--- config.mk ---
export PLATFORM = sky130hd
export DESIGN_NAME = instruction_cache
export DESIGN_NICKNAME = d
export VERILOG_FILES = /design/src/rtl/instruction_cache.sv
export SDC_FILE = /design/constraint.sdc
export NUM_CORES = 2
export LEC_CHECK = 0
export BUFFER_PORTS_ARGS = -buffer_cell sky130_fd_sc_hd__buf_2
export CORE_MARGIN = 2
export CORE_UTILIZATION = 35
export CTS_BUF_LIST = sky130_fd_sc_hd__clkbuf_4 sky130_fd_sc_hd__clkbuf_8
export DETAILED_ROUTE_END_ITERATION = 7
export GPL_TIMING_DRIVEN = 0
export HOLD_SLACK_MARGIN = 0.15
export SKIP_CTS_REPAIR_TIMING = 1
export SLEW_MARGIN = 10
export SYNTH_ARGS = -nofsm -noshare
export SYNTH_HDL_FRONTEND = slang
export SYNTH_SLANG_ARGS = --single-unit
export TNS_END_PERCENT = 100
--- constraint.sdc ---
create_clock -name clk -period 7.8 [get_ports clk]
set_input_delay 2.34 -clock clk [delete_from_list [all_inputs] [get_ports clk]]
set_output_delay 2.34 -clock clk [all_outputs]
set_load 0.02 [all_outputs]
--- src/rtl/instruction_cache.sv ---
// -----------------------------------------------------------------------------
// instruction_cache
//   Direct-mapped, read-only instruction cache between the IF-stage PC and a
//   slow backing instruction memory. A hit returns the instruction in the same
//   cycle. A miss raises stall at once. The whole line is then refilled, one
//   word per beat, using a memReq/memReady handshake. Beats are fetched in
//   order starting from word 0.
//
// Ports
//   clk          rising-edge clock
//   resetN       asynchronous active-low reset
//   address      PC byte address from IF stage
//   instruction  instruction word at address, meaningful only when stall==0
//   stall        1 while the current address misses or a fill is in progress
//   invalidate   1-cycle pulse: clear all valid bits, abort any fill
//   memReq       backing-memory read request (registered)
//   memAddress   word-aligned byte address of the requested word (registered)
//   memReady     memData valid this cycle, beat accepted
//   memData      returned instruction word
//   hitCount     hits counted since reset, wraps
//   missCount    misses counted since reset, wraps
// -----------------------------------------------------------------------------
module instruction_cache #(
    parameter int LINES          = 16,
    parameter int WORDS_PER_LINE = 4,
    parameter int ADDR_WIDTH     = 32
) (
    input  logic                  clk,
    input  logic                  resetN,
    input  logic [ADDR_WIDTH-1:0] address,
    output logic [31:0]           instruction,
    output logic                  stall,
    input  logic                  invalidate,
    output logic                  memReq,
    output logic [ADDR_WIDTH-1:0] memAddress,
    input  logic                  memReady,
    input  logic [31:0]           memData,
    output logic [31:0]           hitCount,
    output logic [31:0]           missCount
);

    localparam int WORD_BITS  = $clog2(WORDS_PER_LINE);
    localparam int INDEX_BITS = $clog2(LINES);
    localparam int TAG_BITS   = ADDR_WIDTH - 2 - WORD_BITS - INDEX_BITS;
    localparam logic [WORD_BITS-1:0] LAST_BEAT = WORD_BITS'(WORDS_PER_LINE - 1);

    typedef enum logic [0:0] {
        IDLE = 1'b0,
        FILL = 1'b1
    } cacheState_t;

    cacheState_t state;
    cacheState_t stateNext;

    // Storage: the valid bits are reset. The tag and data contents are never
    // read until a line's valid bit is set.
    logic [LINES-1:0]    validBits;
    logic [TAG_BITS-1:0] tagArray  [LINES];
    logic [31:0]         dataArray [LINES][WORDS_PER_LINE];

    // Request address fields.
    logic [WORD_BITS-1:0]  reqWord;
    logic [INDEX_BITS-1:0] reqIndex;
    logic [TAG_BITS-1:0]   reqTag;
    logic [1:0]            unusedByteOffset;

    // Fill bookkeeping, latched when the miss is taken.
    logic [TAG_BITS-1:0]   fillTag;
    logic [INDEX_BITS-1:0] fillIndex;
    logic [WORD_BITS-1:0]  beat;
    logic [WORD_BITS-1:0]  beatNext;
    logic                  lastBeat;
    logic                  fillWrite;
    logic                  hit;

    assign reqWord          = address[2 +: WORD_BITS];
    assign reqIndex         = address[2 + WORD_BITS +: INDEX_BITS];
    assign reqTag           = address[ADDR_WIDTH-1 -: TAG_BITS];
    assign unusedByteOffset = address[1:0];

    assign beatNext = beat + WORD_BITS'(1);
    assign lastBeat = (beat == LAST_BEAT);
    // A beat arriving together with invalidate is dropped along with the fill.
    assign fillWrite = (state == FILL) && memReady && !invalidate;

    // Hit detection against the line selected by the current PC.
    always_comb begin
        hit = 1'b0;
        if (validBits[reqIndex] && (tagArray[reqIndex] == reqTag)) begin
            hit = 1'b1;
        end else begin
            hit = 1'b0;
        end
    end

    // Zero-latency read path and stall generation.
    always_comb begin
        instruction = 32'h0000_0000;
        stall       = 1'b1;
        if (state == FILL) begin
            stall = 1'b1;
        end else if (hit) begin
            instruction = dataArray[reqIndex][reqWord];
            stall       = 1'b0;
        end else begin
            stall = 1'b1;
        end
    end

    // FSM state register.
    always_ff @(posedge clk or negedge resetN) begin
        if (!resetN) begin
            state <= IDLE;
        end else begin
            state <= stateNext;
        end
    end

    // FSM next-state logic: invalidate wins over a final beat in the same cycle.
    always_comb begin
        stateNext = state;
        case (state)
            IDLE: begin
                if (!hit) begin
                    stateNext = FILL;
                end else begin
                    stateNext = IDLE;
                end
            end
            FILL: begin
                if (invalidate) begin
                    stateNext = IDLE;
                end else if (memReady && lastBeat) begin
                    stateNext = IDLE;
                end else begin
                    stateNext = FILL;
                end
            end
            default: stateNext = IDLE;
        endcase
    end

    // Fill sequencing: latch the missing line and drive the registered memory request.
    always_ff @(posedge clk or negedge resetN) begin
        if (!resetN) begin
            fillTag    <= {TAG_BITS{1'b0}};
            fillIndex  <= {INDEX_BITS{1'b0}};
            beat       <= {WORD_BITS{1'b0}};
            memReq     <= 1'b0;
            memAddress <= {ADDR_WIDTH{1'b0}};
        end else begin
            case (state)
                IDLE: begin
                    if (!hit) begin
                        fillTag    <= reqTag;
                        fillIndex  <= reqIndex;
                        beat       <= {WORD_BITS{1'b0}};
                        memReq     <= 1'b1;
                        memAddress <= {reqTag, reqIndex, {WORD_BITS{1'b0}}, 2'b00};
                    end
                end
                FILL: begin
                    if (invalidate) begin
                        beat   <= {WORD_BITS{1'b0}};
                        memReq <= 1'b0;
                    end else if (memReady && lastBeat) begin
                        beat   <= {WORD_BITS{1'b0}};
                        memReq <= 1'b0;
                    end else if (memReady) begin
                        beat       <= beatNext;
                        memAddress <= {fillTag, fillIndex, beatNext, 2'b00};
                    end
                end
                default: begin
                    beat   <= {WORD_BITS{1'b0}};
                    memReq <= 1'b0;
                end
            endcase
        end
    end

    // Valid bits: cleared by reset or invalidate, set when a fill completes.
    always_ff @(posedge clk or negedge resetN) begin
        if (!resetN) begin
            validBits <= {LINES{1'b0}};
        end else if (invalidate) begin
            validBits <= {LINES{1'b0}};
        end else if (fillWrite && lastBeat) begin
            validBits[fillIndex] <= 1'b1;
        end
    end

    // Tag/data write port. The tag is written with the last beat of the line.
    always_ff @(posedge clk) begin
        if (fillWrite) begin
            dataArray[fillIndex][beat] <= memData;
            if (lastBeat) begin
                tagArray[fillIndex] <= fillTag;
            end
        end
    end

    // Hit/miss statistics. Only lookups made in IDLE are counted.
    always_ff @(posedge clk or negedge resetN) begin
        if (!resetN) begin
            hitCount  <= 32'd0;
            missCount <= 32'd0;
        end else if (state == IDLE) begin
            if (hit) begin
                hitCount <= hitCount + 32'd1;
            end else begin
                missCount <= missCount + 32'd1;
            end
        end
    end

endmodule

# Yosys cells after proc, flatten, opt, wreduce, memory -nomap -nowiden
# Memories as Yosys holds them, arrays and structs flattened.
# Index checks and enable logic that the tools add are counted.
[op_classes]
addsub = 3
magnitude_cmp = 6
n_eq_ne = 8
muxes = 38
bitwise_logic = 5
n_reduce_logical = 14
[op_table]
columns = ["cell", "n"]
rows = [
  ["$mux 32", 9],
  ["$mux 128", 1],
  ["$add 32x1->32 const B", 2],
  ["$bmux 32 s2", 1],
  ["$demux 32 s2", 1],
  ["$pmux 32 s2", 1],
  ["$mux 16", 2],
  ["$eq 24x24->1", 1],
  ["$or 16x16->16", 1],
  ["$mux 1", 14],
  ["$lt 4x5->1 const B", 2],
  ["$mux 2", 4],
  ["$ne 2x2->1 const B", 4],
  ["$reduce_and 2->1", 4],
  ["$logic_and 1x1->1", 7],
  ["$ge 3x3->1 const B", 2],
  ["$not 2->3", 2],
  ["$bmux 1 s4", 1],
  ["$demux 1 s4", 1],
  ["$ge 4x1->1 const B", 1],
  ["$ne 4x3->1 const B", 1],
  ["$pmux 1 s2", 2],
  ["$pmux 2 s2", 1],
  ["$reduce_and 4->1", 1],
  ["other kinds (7)", 8],
]
[totals]
ff_bits = 144
mem_bits_rw = 2432
in_bits = 68
output_inout_bits = 130
word_cells = 85
n_memories = 2
[mem_list]
columns = ["name", "depth", "width", "read_ports", "rd_ports_with_merged_regs", "write_ports", "line", "rtl"]
rows = [
  ["dataArray", 16, 128, 1, 0, 1, "59", "logic [31:0] dataArray [LINES][WORDS_PER_LINE];"],
  ["tagArray", 16, 24, 1, 0, 1, "58", "logic [TAG_BITS-1:0] tagArray [LINES];"],
]

# Longest topological paths before layout
[depth]
word_depth = 7
depth_mapped = 15
mapped_depth_nobuf = 9

# Least setup slack after synthesis
# No wires, ideal clock.
[synth_timing]
path_type = "input port to output port"
start = "input address[4]"
end = "output instruction[0]"
arrival_ps = 5764
required_time_ps = 5460
slack_ps = -304
path_stages = 11
n_path_buf = 7
path_cell_list = "buf_4 -> buf_6 -> buf_4 -> buf_4 -> buf_2 -> clkbuf_1 -> buf_1 -> mux4_2 -> mux4_2 -> mux4_2 -> nor2b_1"
[synth_via]
elab_chain_cells = 6
elab_cells_between_ends = 12
[synth_lines]
columns = ["element", "line", "rtl"]
rows = [
  ["start, declared", "30", "input logic [ADDR_WIDTH-1:0] address,"],
  ["$mem_v2 16x24 (tied with other cells)", "-", ""],
  ["$eq 24x24->1 (tied with other cells)", "89", "if (validBits[reqIndex] && (tagArray[reqIndex] == reqTag)) begin"],
  ["$logic_and 1x1->1 or $mux 32 (tied branches)", "89, 103", ""],
  ["$mux 1 or $mux 32 (tied branches)", "89, 103", ""],
  ["$mux 32 *", "102", "end else if (hit) begin"],
  ["$mux 32 *", "100", "if (state == FILL) begin"],
  ["end, declared", "31", "output logic [31:0] instruction,"],
]
# Mark *: on every way between the ends. The rest lies on a longest branch, timed or not. The select of a mux whose other input is x is not followed.

# Final worst setup path
[layout_timing]
start = "input address[4]"
end = "output instruction[13]"
# Same word-level chain as after synthesis.

==> run summary <==
Sequential cells account for 53.8% of the total power. Relative to the synthesized area, the layout overhead comes to 19.8%. The CTS H-tree depth came out at 5.

The via count of the routed design came out at 50,700. Counting cells, the worst reg-to-reg path comes to 8. The number of synthesized register bits is 2,574. On the critical path, the stage with the largest delay is an instance of mux4_2.

The main combinational cell family by area after synthesis is multiplexers. edfxtp_1 is the most common cell in the netlist. The final sum of negative setup slack came out at -8310 ps. Power spread over the standard cell area amounts to 252 nW/µm².

The smallest setup slack after layout came out at -370 ps. For this design the static power due to leakage is 38.5 nW. The total die area came out at 289,000 µm². Across the run, the number of max-cap violations was 0. The cell depth of the worst setup path came out at 15. Hold timing on the final database bottoms out at a slack of 474 ps. The routability congestion estimate from global placement is 0.849. The critical path goes through buf_16 > buf_8 > buf_8 > mux4_2 > mux2i_1 > xor2_1 > a41oi_1 > nor4_4 > buf_4 > nand4_1 > buf_6 > buf_12 > buf_16 > nor2b_4 > buf_6. The number of slew-limit violations in the final report is 0. The post-synthesis cell area is 99,600 µm². Sequential cells were found to cover 76.9% of the synthesized design area. The final reports fail on negative setup slack. The peak clock frequency supported by timing came out at 122 MHz. The total of buffers placed on input and output ports came out at 189. Summing the areas of all xor and xnor instances in the mapped netlist gives 0.747% of the synthesized area.

The kind of cell with the highest combined delay on the critical path is buffers and inverters. The design draws 30.1 mW. Entering global routing, the biggest net connects 103 pins. The type of the setup path with the least slack is in2out. The per-cell via count in the routed design is 5.52.

The internal power came out at 22.7 mW. Across the VDD grid, the largest voltage drop is 213 µV. The number of warning messages in the yosys log came out at 0. The fraction of synthesis flops using an asynchronous set or reset pin is 5.52%. The worst-case clock skew is 67.3 ps. The effective utilization at floorplan came out at 35.2%. The type of element capturing the critical path is a primary output. The share of cell area taken by muxes after synthesis is 17.9%. Along the worst hold path, the cell count comes to 1. The global routing usage summed across all routing layers came out at 19.2%. In this run, synthesis inferred 2,432 flip-flops with an integrated enable. The shortest period the worst path allows is 8170 ps. Measured against its own limit, the worst slew margin works out to 9.27%. The CTS sink count came out at 2,574. Buffers inserted during clock tree synthesis total 401.

The via count of the first global-routing pass is 50,900. The number of fill cells in the layout came out at 24,100. After Yosys synthesis, full adders, half adders and majority gates account for 0.0754% of the synthesized area.

For this run, the share of the core covered by cells in the final layout is 42.2%. The aggregate routed wire length is 285,000 µm. During I/O placement, the number of pins put on the boundary was 198. The layout cell share with drive strength beyond 1 is 39.3%.

The worst path uses 105% of the clock period. The total net switching power came out at 7.37 mW. The part of the total power dissipated in the clock network is 37.5%. The slew at the pin closest to its max-slew limit came out at 1360 ps. In this run the core area contains 195 standard-cell rows. Setup violations remaining at the end of the flow were counted as 33.

Counting both buffers and inverters, the worst setup path holds a total of 8. Yosys mapped the design onto 59 distinct sky130hd cell types. The number of detailed-route iterations in the first pass is 6. The worst endpoint required time is 5460 ps.

The kind of start point of the critical path is an input pin. The number of DRC violations after detailed routing came out at 0. The biggest area contributor in the post-synthesis netlist is edfxtp_1.

The average instance in the mapped netlist occupies 23.0 µm². The switching share of total power is 24.5%. The biggest cell delay along the critical path came out at 520 ps. The latest clock arrival within the worst-skew pair came out at 990 ps. Synthesis handed over a netlist of 4,327 instances. The root buffer cell chosen for the clock tree is clkbuf_8. The clock transition at the register clock pins on the worst setup and hold paths after CTS is 60 ps. The final net count is 5,194.

The biggest fanout along the worst timing path is 10. Setup repair after global routing could not meet its margin everywhere. The clock passes through at most 4 buffers. The final count of hold timing violations came out at 0. By count the netlist is led by edfxtp_1 (2,432), mux4_2 (747), nor2_1 (173). Of the total synthesized cell area, the portion taken by AND, OR, NAND and NOR gates is 2.24%. The initial antenna violation count is 26. The HPWL reported at the end of detailed placement came out at 187,000 µm.

The tightest min-delay check is of the reg2reg type. The detailed router's first-iteration violation count is 6,512. The fraction of synthesized cell area taken by the top area cell type is 73.3%. The run finished, with violations left.

The worst-case setup slack after placement came out at -3080 ps. The area of the core is 283,000 µm². The die width is 537 µm. The most used flip-flop cell after synthesis is edfxtp_1. The clock tree from TritonCTS is yes. The part of the total power dissipated in combinational logic is 8.7%. The total global routing overflow is 0. Summing the areas of all compound-gate instances in the mapped netlist gives 1.03% of the synthesized area. Ranked by total cell area, the synthesized netlist is headed by edfxtp_1 (73%), mux4_2 (17%), dfrtp_1 (3.6%). The overall die height came out at 537 µm. The per-cell routed wire length is 31.1 µm.

For the worst setup path, the data arrival time is 5830 ps. The wire length of the first global-routing pass came out at 391,000 µm. The remaining number of nets flagged by the antenna check after routing is 0.
## kinds of logic (layout without fill, tap and decap cells)
logic type | count (synthesis) | count (layout)
multiplexers | 849 | 849
AO/OA/AOI/OAI | 136 | 136
flip-flops | 2574 | 2574
AND/OR/NAND/NOR | 425 | 425
XOR/XNOR | 85 | 85
adder cells (fa/ha/maj) | 6 | 6
other | 1 | 10
buffers and inverters | 251 | 1346
## final timing paths
path	end	slack, ps	start
max	instruction[13]	-370	address[4]
min in group asynchronous	memAddress[14]	1230	resetN
max reg2reg	dataArray[4][28]	3770	state
min reg2reg	hitCount[31]	470	hitCount[31]
max in group asynchronous	validBits[6]	5680	resetN
min	hitCount[31]	470	hitCount[31]
## area by class of cell
cell class	count	area, µm²	area share, %
Clock buffer	564	6860	5.75
Tap cell	3743	4680	3.92
Clock inverter	142	972	0.815
Antenna cell	8	20.0	0.0168
Multi-Input combinational cell	1503	22800	19.1
Buffer	230	2530	2.12
Inverter	21	81.3	0.0681
Sequential cell	2574	76600	64.2
Timing Repair Buffer	389	4860	4.07
## cell usage in the layout (no fill, tap or decap), drive strengths merged, types with 6 or more instances in the layout
cell type and instances:
nor3 6, inv 35, o21ai 42, nor2b 40
nand4 20, clkinv 114, nand3 42, a22o 6
nand2 62, clkbuf 670, mux4 747, o221a 28
dfrtp 142, edfxtp 2432, mux2 27, mux2i 75
a22oi 18, nor4 27, buf 512, and2 7
and3 13, a221oi 6, nor2 173, a21oi 10
ha 6, xor2 39, diode 8, xnor2 46
nor4b 6, and4 10, bufinv 9
## routing by layer
layer	share of wire (%)	wire length, µm	vias up	global-route usage, %
li1	-	-	20000	-
met3	9.6	27400	525	4.32
met2	47	133000	2634	30.2
met5	0.032	91	-	0
met1	40	113000	27500	26.1
met4	3.9	11200	14	7.57
## flip-flops by register name, summed over array words and instances (netlist names)
signal	count
fillIndex	4
dataArray	2048
memReq	1
missCount	32
state	1
hitCount	32
beat	2
tagArray	384
validBits	16
memAddress	30
fillTag	24
## worst register-to-register path, stage by stage, from the launching register on
cell and delay, ps:
dfrtp_1 410, inv_1 160, nor2_1 170, and2_0 310
nand2_1 620, clkbuf_1 680, nor2_4 790, buf_12 290
buf_12 240
## through the flow
step                cells  instance area (µm²)
floorplan            4328                99800
global placement     8260               105000
detailed placement   8376               108000
CTS                  9082               116000
global route         9167               119000
finish               9174               119000
## power groups by stage
stage | sequential, mW | clock [mW] | combinational (mW)
global placement | 16.5 | 0 | 2.28
CTS | 16.2 | 11.4 | 2.44
detailed placement | 16.5 | 0 | 2.43
global route | 16.3 | 12.0 | 2.74
finish | 16.2 | 11.3 | 2.62
floorplan | 16.4 | 0 | 1.23
Power figures use the tool's default switching activity.
